### config.mk
export PLATFORM = sky130hd
export DESIGN_NAME = fetch_queue
export DESIGN_NICKNAME = d
export VERILOG_FILES = /design/src/rtl/fetch_queue.sv
export SDC_FILE = /design/constraint.sdc
export NUM_CORES = 1
export LEC_CHECK = 0
export CAP_MARGIN = 20
export CELL_PAD_IN_SITES_DETAIL_PLACEMENT = 1
export CELL_PAD_IN_SITES_GLOBAL_PLACEMENT = 2
export CORE_AREA = 2 2 229 118
export CTS_CLUSTER_DIAMETER = 50
export DETAILED_ROUTE_END_ITERATION = 8
export DIE_AREA = 0 0 231 120
export HOLD_SLACK_MARGIN = 0.05
export PLACE_DENSITY = 0.78
export SYNTH_ARGS = -nofsm -noshare
export SYNTH_HDL_FRONTEND = slang
export SYNTH_SLANG_ARGS = --single-unit
### constraint.sdc
create_clock -name clk -period 4.4 [get_ports clk]
set_clock_uncertainty 0.15 [all_clocks]
set_input_delay 1.32 -clock clk [delete_from_list [all_inputs] [get_ports clk]]
set_output_delay 1.32 -clock clk [all_outputs]
set_load 0.01 [all_outputs]
### src/rtl/fetch_queue.sv
// fetch_queue: a small in-order FIFO between instruction fetch and decode.
// Each entry holds a PC, the instruction word and an exception code. The
// fetch address is range- and alignment-checked on the way in, so decode
// sees an AdEL-tagged, zeroed instruction for any illegal fetch address.
//
// Handshake: both sides use strict valid/ready. A transfer happens on a
// rising clk edge when valid and ready are both 1 on that side and flush is
// 0. in_ready depends only on the registered count (never on out_ready), and
// out_valid depends only on the registered count (no bypass), so a pushed
// entry is visible at out_* exactly one cycle after its push edge. Once
// valid is raised, the producer holds its payload stable until accepted.
module fetch_queue #(
  parameter int unsigned DEPTH      = 4,
  parameter logic [31:0] ADDR_BASE  = 32'h0000_3000,
  parameter logic [31:0] ADDR_LIMIT = 32'h0000_6FFF
) (
  input  logic                       clk,
  input  logic                       reset,
  input  logic                       in_valid,
  output logic                       in_ready,
  input  logic [31:0]                in_pc,
  input  logic [31:0]                in_instr,
  input  logic                       flush,
  output logic                       out_valid,
  input  logic                       out_ready,
  output logic [31:0]                out_pc,
  output logic [31:0]                out_instr,
  output logic [4:0]                 out_exc,
  output logic [$clog2(DEPTH):0]     out_count
);

  localparam int unsigned PTR_W = $clog2(DEPTH);
  localparam int unsigned CNT_W = PTR_W + 1;

  localparam logic [4:0] EXC_NONE = 5'd0;
  localparam logic [4:0] EXC_ADEL = 5'd4;

  // Entry storage: no reset, only the pointers and count define validity.
  logic [31:0] pc_mem    [DEPTH];
  logic [31:0] instr_mem [DEPTH];
  logic [4:0]  exc_mem   [DEPTH];

  logic [PTR_W-1:0] wr_ptr;
  logic [PTR_W-1:0] rd_ptr;
  logic [CNT_W-1:0] count;

  logic push;
  logic pop;
  logic addr_bad;
  logic [31:0] chk_instr;
  logic [4:0]  chk_exc;

  // Occupancy-derived handshake flags, purely from registered state.
  always_comb begin
    in_ready  = (count < CNT_W'(DEPTH));
    out_valid = (count != '0);
    out_count = count;
  end

  // Transfer qualifiers; flush overrides both directions.
  always_comb begin
    push = in_valid & in_ready & ~flush;
    pop  = out_valid & out_ready & ~flush;
  end

  // Fetch address check: misaligned or outside [ADDR_BASE, ADDR_LIMIT].
  always_comb begin
    addr_bad = (in_pc[1:0] != 2'b00) || (in_pc < ADDR_BASE) || (in_pc > ADDR_LIMIT);
    if (addr_bad) begin
      chk_instr = 32'h0000_0000;
      chk_exc   = EXC_ADEL;
    end else begin
      chk_instr = in_instr;
      chk_exc   = EXC_NONE;
    end
  end

  // Write the checked entry at the tail; held off while reset is asserted.
  always_ff @(posedge clk) begin
    if (push && reset) begin
      pc_mem[wr_ptr]    <= in_pc;
      instr_mem[wr_ptr] <= chk_instr;
      exc_mem[wr_ptr]   <= chk_exc;
    end
  end

  // Pointer and occupancy bookkeeping; flush empties the queue outright.
  always_ff @(posedge clk or negedge reset) begin
    if (!reset) begin
      wr_ptr <= '0;
      rd_ptr <= '0;
      count  <= '0;
    end else if (flush) begin
      wr_ptr <= '0;
      rd_ptr <= '0;
      count  <= '0;
    end else begin
      // Pointers are log2(DEPTH) bits wide, so +1 wraps DEPTH-1 -> 0.
      if (push) wr_ptr <= wr_ptr + PTR_W'(1);
      if (pop)  rd_ptr <= rd_ptr + PTR_W'(1);
      case ({push, pop})
        2'b10:   count <= count + CNT_W'(1);
        2'b01:   count <= count - CNT_W'(1);
        default: count <= count;
      endcase
    end
  end

  // Head entry presented to decode, forced to zero when the queue is empty.
  always_comb begin
    out_pc    = '0;
    out_instr = '0;
    out_exc   = '0;
    if (out_valid) begin
      out_pc    = pc_mem[rd_ptr];
      out_instr = instr_mem[rd_ptr];
      out_exc   = exc_mem[rd_ptr];
    end
  end

endmodule

Word level (Yosys, flattened, before mapping)
Memory sizes are Yosys's and may differ from the RTL's.
Cells that the tools add are included.
{"block": "totals", "mem_bits_rw": 268, "inputBits": 69, "output_inout_bits": 74, "elab_cells": 41, "ff_bits": 7, "n_memories": 3}
{"block": "op_classes", "n_addsub": 4, "n_eq_ne": 2, "n_mux": 13, "n_reduce_logical": 8, "order_cmp": 3, "bitwise": 5}
{"memory": "instr_mem", "words": 4, "width": 32, "read_ports": 1, "rd_clocked_by_memory_dff": 0, "write_ports": 1, "line_no": "40", "rtl": "logic [31:0] instr_mem [DEPTH];"}
{"memory": "pc_mem", "words": 4, "width": 32, "read_ports": 1, "rd_clocked_by_memory_dff": 0, "write_ports": 1, "line_no": "39", "rtl": "logic [31:0] pc_mem [DEPTH];"}
{"memory": "exc_mem", "words": 4, "width": 3, "read_ports": 1, "rd_clocked_by_memory_dff": 0, "write_ports": 1, "line_no": "41", "rtl": "logic [4:0] exc_mem [DEPTH];"}
{"op": "32-bit 2-to-1 mux", "n": 3}
{"op": "32-bit by 15-bit greater-than comparator with 1-bit output, second input constant", "n": 1}
{"op": "32-bit by 14-bit less-than comparator with 1-bit output, second input constant", "n": 1}
{"op": "2-bit 2-to-1 mux", "n": 4}
{"op": "3-bit 2-to-1 mux", "n": 2}
{"op": "3-bit one-hot mux with 2 select lines", "n": 1}
{"op": "2-bit nonzero test", "n": 3}
{"op": "3-bit nonzero test", "n": 2}
{"op": "5-bit 2-to-1 mux", "n": 1}
{"op": "2-bit by 1-bit adder with 2-bit output, second input constant", "n": 2}
{"op": "1-bit bitwise AND", "n": 4}
{"op": "3-bit by 1-bit adder with 3-bit output, second input constant", "n": 1}
{"op": "3-bit less-than comparator, second input constant", "n": 1}
{"op": "3-bit by 1-bit subtractor with 3-bit output, second input constant", "n": 1}
{"op": "2-bit by 1-bit equality test with 1-bit output, second input constant", "n": 1}
{"op": "2-bit equality test, second input constant", "n": 1}
{"op": "1-bit logical OR", "n": 2}
{"op": "1-bit 2-to-1 mux", "n": 2}
{"op": "1-bit logical AND", "n": 1}
{"op": "1-bit NOT", "n": 1}

Depth between registers and ports, before layout
{"block": "logic_depth", "ltp_word": 6, "mapped_depth": 8, "ltp_nobuf": 7}

Least setup slack after synthesis
No wires, ideal clock.
{"block": "synth_path", "path_kind": "input port to flip-flop", "from": "input in_valid", "to": "memory exc_mem[1][2] (netlist bit), enable pin", "t_required_ns": 3.820, "path_buffers": 1, "path_stages": 4, "t_arrival_ns": 3.448, "setup_ns": 0.430, "slack_ns": 0.372, "cell_sequence": "nor2b_1 -> clkbuf_1 -> and3b_1 -> and2_1"}
{"block": "synth_between", "elab_chain_cells": 5}
{"element": "from (decl)", "line_no": "19", "rtl": "input logic in_valid,"}
{"element": "1-bit bitwise AND (2 in series)", "line_no": "62", "rtl": "push = in_valid & in_ready & ~flush;"}
{"element": "1-bit logical AND", "line_no": "80", "rtl": "if (push && reset) begin"}
{"element": "1-bit 2-to-1 mux", "line_no": "80"}
{"element": "1-bit 2-to-1 mux (not written as such)", "line_no": "83", "rtl": "exc_mem[wr_ptr] <= chk_exc;"}
{"element": "to (decl)", "line_no": "41"}
Every way passes these cells.

Worst setup path after layout
{"block": "layout_path", "from": "register rd_ptr[1]", "to": "output out_pc[6]"}
{"block": "layout_between", "elab_chain_cells": 2}
{"element": "from (decl)", "line_no": "44", "rtl": "logic [PTR_W-1:0] rd_ptr;"}
{"element": "from (signal assigned)", "line_no": "100", "rtl": "if (pop) rd_ptr <= rd_ptr + PTR_W'(1);"}
{"element": "memory 4 x 32 bit"}
{"element": "32-bit 2-to-1 mux", "line_no": "114", "rtl": "if (out_valid) begin"}
{"element": "to (decl)", "line_no": "26", "rtl": "output logic [31:0] out_pc,"}
Every way passes these cells.

==> impl_metrics.py <==
metrics = {
    "pwr": {
        "pwr-share-comb_pct": 12.3,
        "p_total_mw": 5.54,
        "clkPwrFrac_pct": 36.3,
        "cellPowerDensity_mw_per_mm2": 417,
        "switching_share_pct": 22.3,
        "p_int_mw": 4.30,
        "leakagePower_nw": 4.40,
        "p_seq_share_pct": 51.4,
        "ir_drop_mv": 0.249,
        "p_sw_mw": 1.24,
    },
    "logic_synthesis": {
        "synth_fa_ha_area_share_pct": 0.658,
        "synth-simple-area-share_pct": 7.33,
        "synthMuxAreaShare_pct": 13.7,
        "synth_seq_cells": 267,
        "synth_commonest_cells": "edfxtp_1 (260), and2_1 (101), mux4_2 (65)",
        "synth_ff_type": "edfxtp_1",
        "synth_top_area_share_pct": 73.3,
        "syn_avg_cell_area_um2": 20.5,
        "ys_seq_area_share_pct": 74.9,
        "synth-compound-area-share_pct": 0.599,
        "yosys.area.top_type": "edfxtp_1",
        "syn_area_mm2": 0.0107,
        "synth-xor-area-share_pct": 0.411,
        "synth-edff-count": 260,
        "async_flop_share_pct": 2.62,
        "ys_types": 32,
        "synth.most_common_cell": "edfxtp_1",
        "synth_top_family_by_area": "multiplexers",
        "synth_area_leaders": "edfxtp_1 (73%), mux4_2 (14%), and2_1 (5.9%)",
        "yosysWarnings": 0,
        "synthCells": 520,
    },
    "detailed_routing": {
        "viasPerCell": 5.12,
        "drt_wl_total_um": 23500,
        "post-route-drc-count": 0,
        "drt_iter0_markers": 383,
        "vias": 5352,
        "wl_per_cell_um": 22.5,
        "drtPass1Iterations": 4,
        "postRouteAntennaNets": 0,
    },
    "status": {
        "status": "complete, no violations",
    },
    "worst_setup_path": {
        "cp_slowest_cell": "dfrtp_4",
        "critPathMaxFanout": 33,
        "critical_path_arrival_ns": 2.64,
        "slowest_delay_ns": 0.79,
        "cp-end-kind": "output port",
        "crit_type": "reg -> out",
        "crit_path_start_kind": "register",
        "worst_ep_required_time_ns": 2.93,
        "path_cells": "buf_4, mux4_2, and2_1, clkdlybuf4s50_1",
    },
    "global_routing": {
        "overflow": 0,
        "gr-usage-all-layers_pct": 17.6,
        "grt_pass1_wl_um": 36600,
        "antenna_found_initial": 1,
        "grtUsageMet1_pct": 24.6,
        "grt_max_degree": 52,
        "use_met2_pct": 29.0,
        "top_usage_layer": "met2",
        "met3_usage_pct": 3.75,
        "grt_pass1_vias": 6051,
    },
    "cts": {
        "clock-sinks": 267,
        "hold_buffers": 0,
        "clkLatencyLatePin_ns": 0.52,
        "cts_buffer_depth": 3,
        "clk_pin_slew_ns": 0.06,
        "h-tree-depth": 1,
        "cts_buffers": 25,
        "post_cts_buffers": 0,
        "cts_tree": "yes",
        "root_buffer": "clkbuf_16",
        "ctsResizeCount": 1,
    },
    "sta": {
        "slew_headroom_pct": 60.7,
        "min_period_ns": 4.11,
        "rsz0062_at_grt": "false",
        "final_hold_viol_count": 0,
        "setup_violations": 0,
        "drv_slew": 0,
        "period_share_pct": 93.4,
        "setup_tns_ns": 0,
        "fmax_mhz": 243,
        "worstMarginPinSlew_ns": 0.589,
    },
    "floorplanning": {
        "core-area_mm2": 0.0259,
        "initial_core_util_pct": 41.2,
        "die_area_mm2": 0.0277,
        "row_count": 42,
        "io_pins": 143,
        "dieWidth_um": 231,
        "die_h_um": 120,
    },
    "finish": {
        "area_growth_pct": 24.7,
        "multiInputGateArea_mm2": 0.00246,
        "antennaDiodeCount": 0,
        "seq_area_mm2": 0.00799,
        "fin_area_mm2": 0.0133,
        "drive_gt1_share_pct": 18.4,
        "final_nets": 750,
        "fill_cells": 2366,
    },
    "hold_path": {
        "min_path_type": "reg -> reg",
    },
    "placement": {
        "port_buffers": 138,
        "place_area_mm2": 0.0125,
        "hpwl_um": 14500,
        "routabilityCongestion": 0.716,
    },
    "job": {
        "cap_violations": 0,
    },
}
==> sequential cells by signal, summed over array words and instances (netlist names) <==
| signal | count |
|---|---|
| exc_mem | 4 |
| instr_mem | 128 |
| out_count | 3 |
| pc_mem | 128 |
| rd_ptr | 2 |
| wr_ptr | 2 |
==> cell type report <==
class	instances	share of cell area (%)
flip-flops and latches	267	60.2
clock buffers	28	4.79
multi-input cells	219	18.5
well taps	352	3.32
clock inverters	17	0.801
inverters	5	0.141
repair buffers	158	12.3
==> worst max-delay path, delay by kind of cell (launching register included) <==
kind | cells | cell delay (ns)
mux | 1 | 0.32
buf+inv | 2 | 0.77
simple gates | 1 | 0.20
flops | 1 | 0.79
==> final timing paths <==
check	start	cells past startpoint	slack [ns]	endpoint
max reg2reg	out_count[0]	7	1.76	out_count[2]
max	rd_ptr[1]	4	0.29	out_pc[6]
max in group asynchronous	reset	2	3.03	rd_ptr[1]
min	wr_ptr[0]	2	0.49	wr_ptr[0]
min in group asynchronous	reset	2	0.93	out_count[2]
min reg2reg	wr_ptr[0]	2	0.49	wr_ptr[0]
==> power groups by stage <==
stage	registers (mW)	clock network [mW]	logic [mW]
5_1_grt	2.85	2.16	0.738
3_3_place_gp	2.90	0	0.682
3_5_place_dp	2.90	0	0.692
4_1_cts	2.85	2.07	0.698
2_1_floorplan	2.88	0	0.380
6_report	2.85	2.01	0.682
==> logic make-up after synthesis <==
family,after synthesis
other,1
adders and majority gates,5
buffers and inverters,37
xor gates and xnor gates,5
DFF,267
AOI/OAI and AO/OA,11
muxes,65
and+or+nand+nor,129
==> layer usage <==
layer | vias up | share of wire, %
met5 | - | 0
met4 | 0 | 1.2
met3 | 26 | 4.7
met2 | 132 | 49
met1 | 2842 | 45
li1 | 2352 | -
==> placed cells by master (no fill, tap or decap), drive strengths merged, types with 3 or more instances in the layout <==
cell / netlist / final
edfxtp: 260 / 260
clkdlybuf4s50: 0 / 138
and2: 101 / 101
mux4: 65 / 65
clkbuf: 14 / 28
buf: 18 / 20
clkinv: 0 / 14
nor2: 7 / 7
dfrtp: 7 / 7
inv: 5 / 5
nor4: 5 / 5
nand2: 4 / 4
a21oi: 4 / 4
o21ai: 4 / 4
ha: 4 / 4
conb: 1 / 4
xor2: 3 / 3
nand3: 3 / 3
nor3: 3 / 3
==> stage by stage <==
stage	worst slack, ns	utilization, %	instances	hold WS (ns)
after CTS	0.220	51.4	1046	0.500
after detailed placement	0.485	48.5	1001	0.480
after floorplan	0.372	-	523	0.412
final	0.291	51.4	1046	0.490
after global routing	0.174	51.4	1046	0.505
after global placement	0.580	48.5	1001	0.435
(Power assumes the default switching activity.)
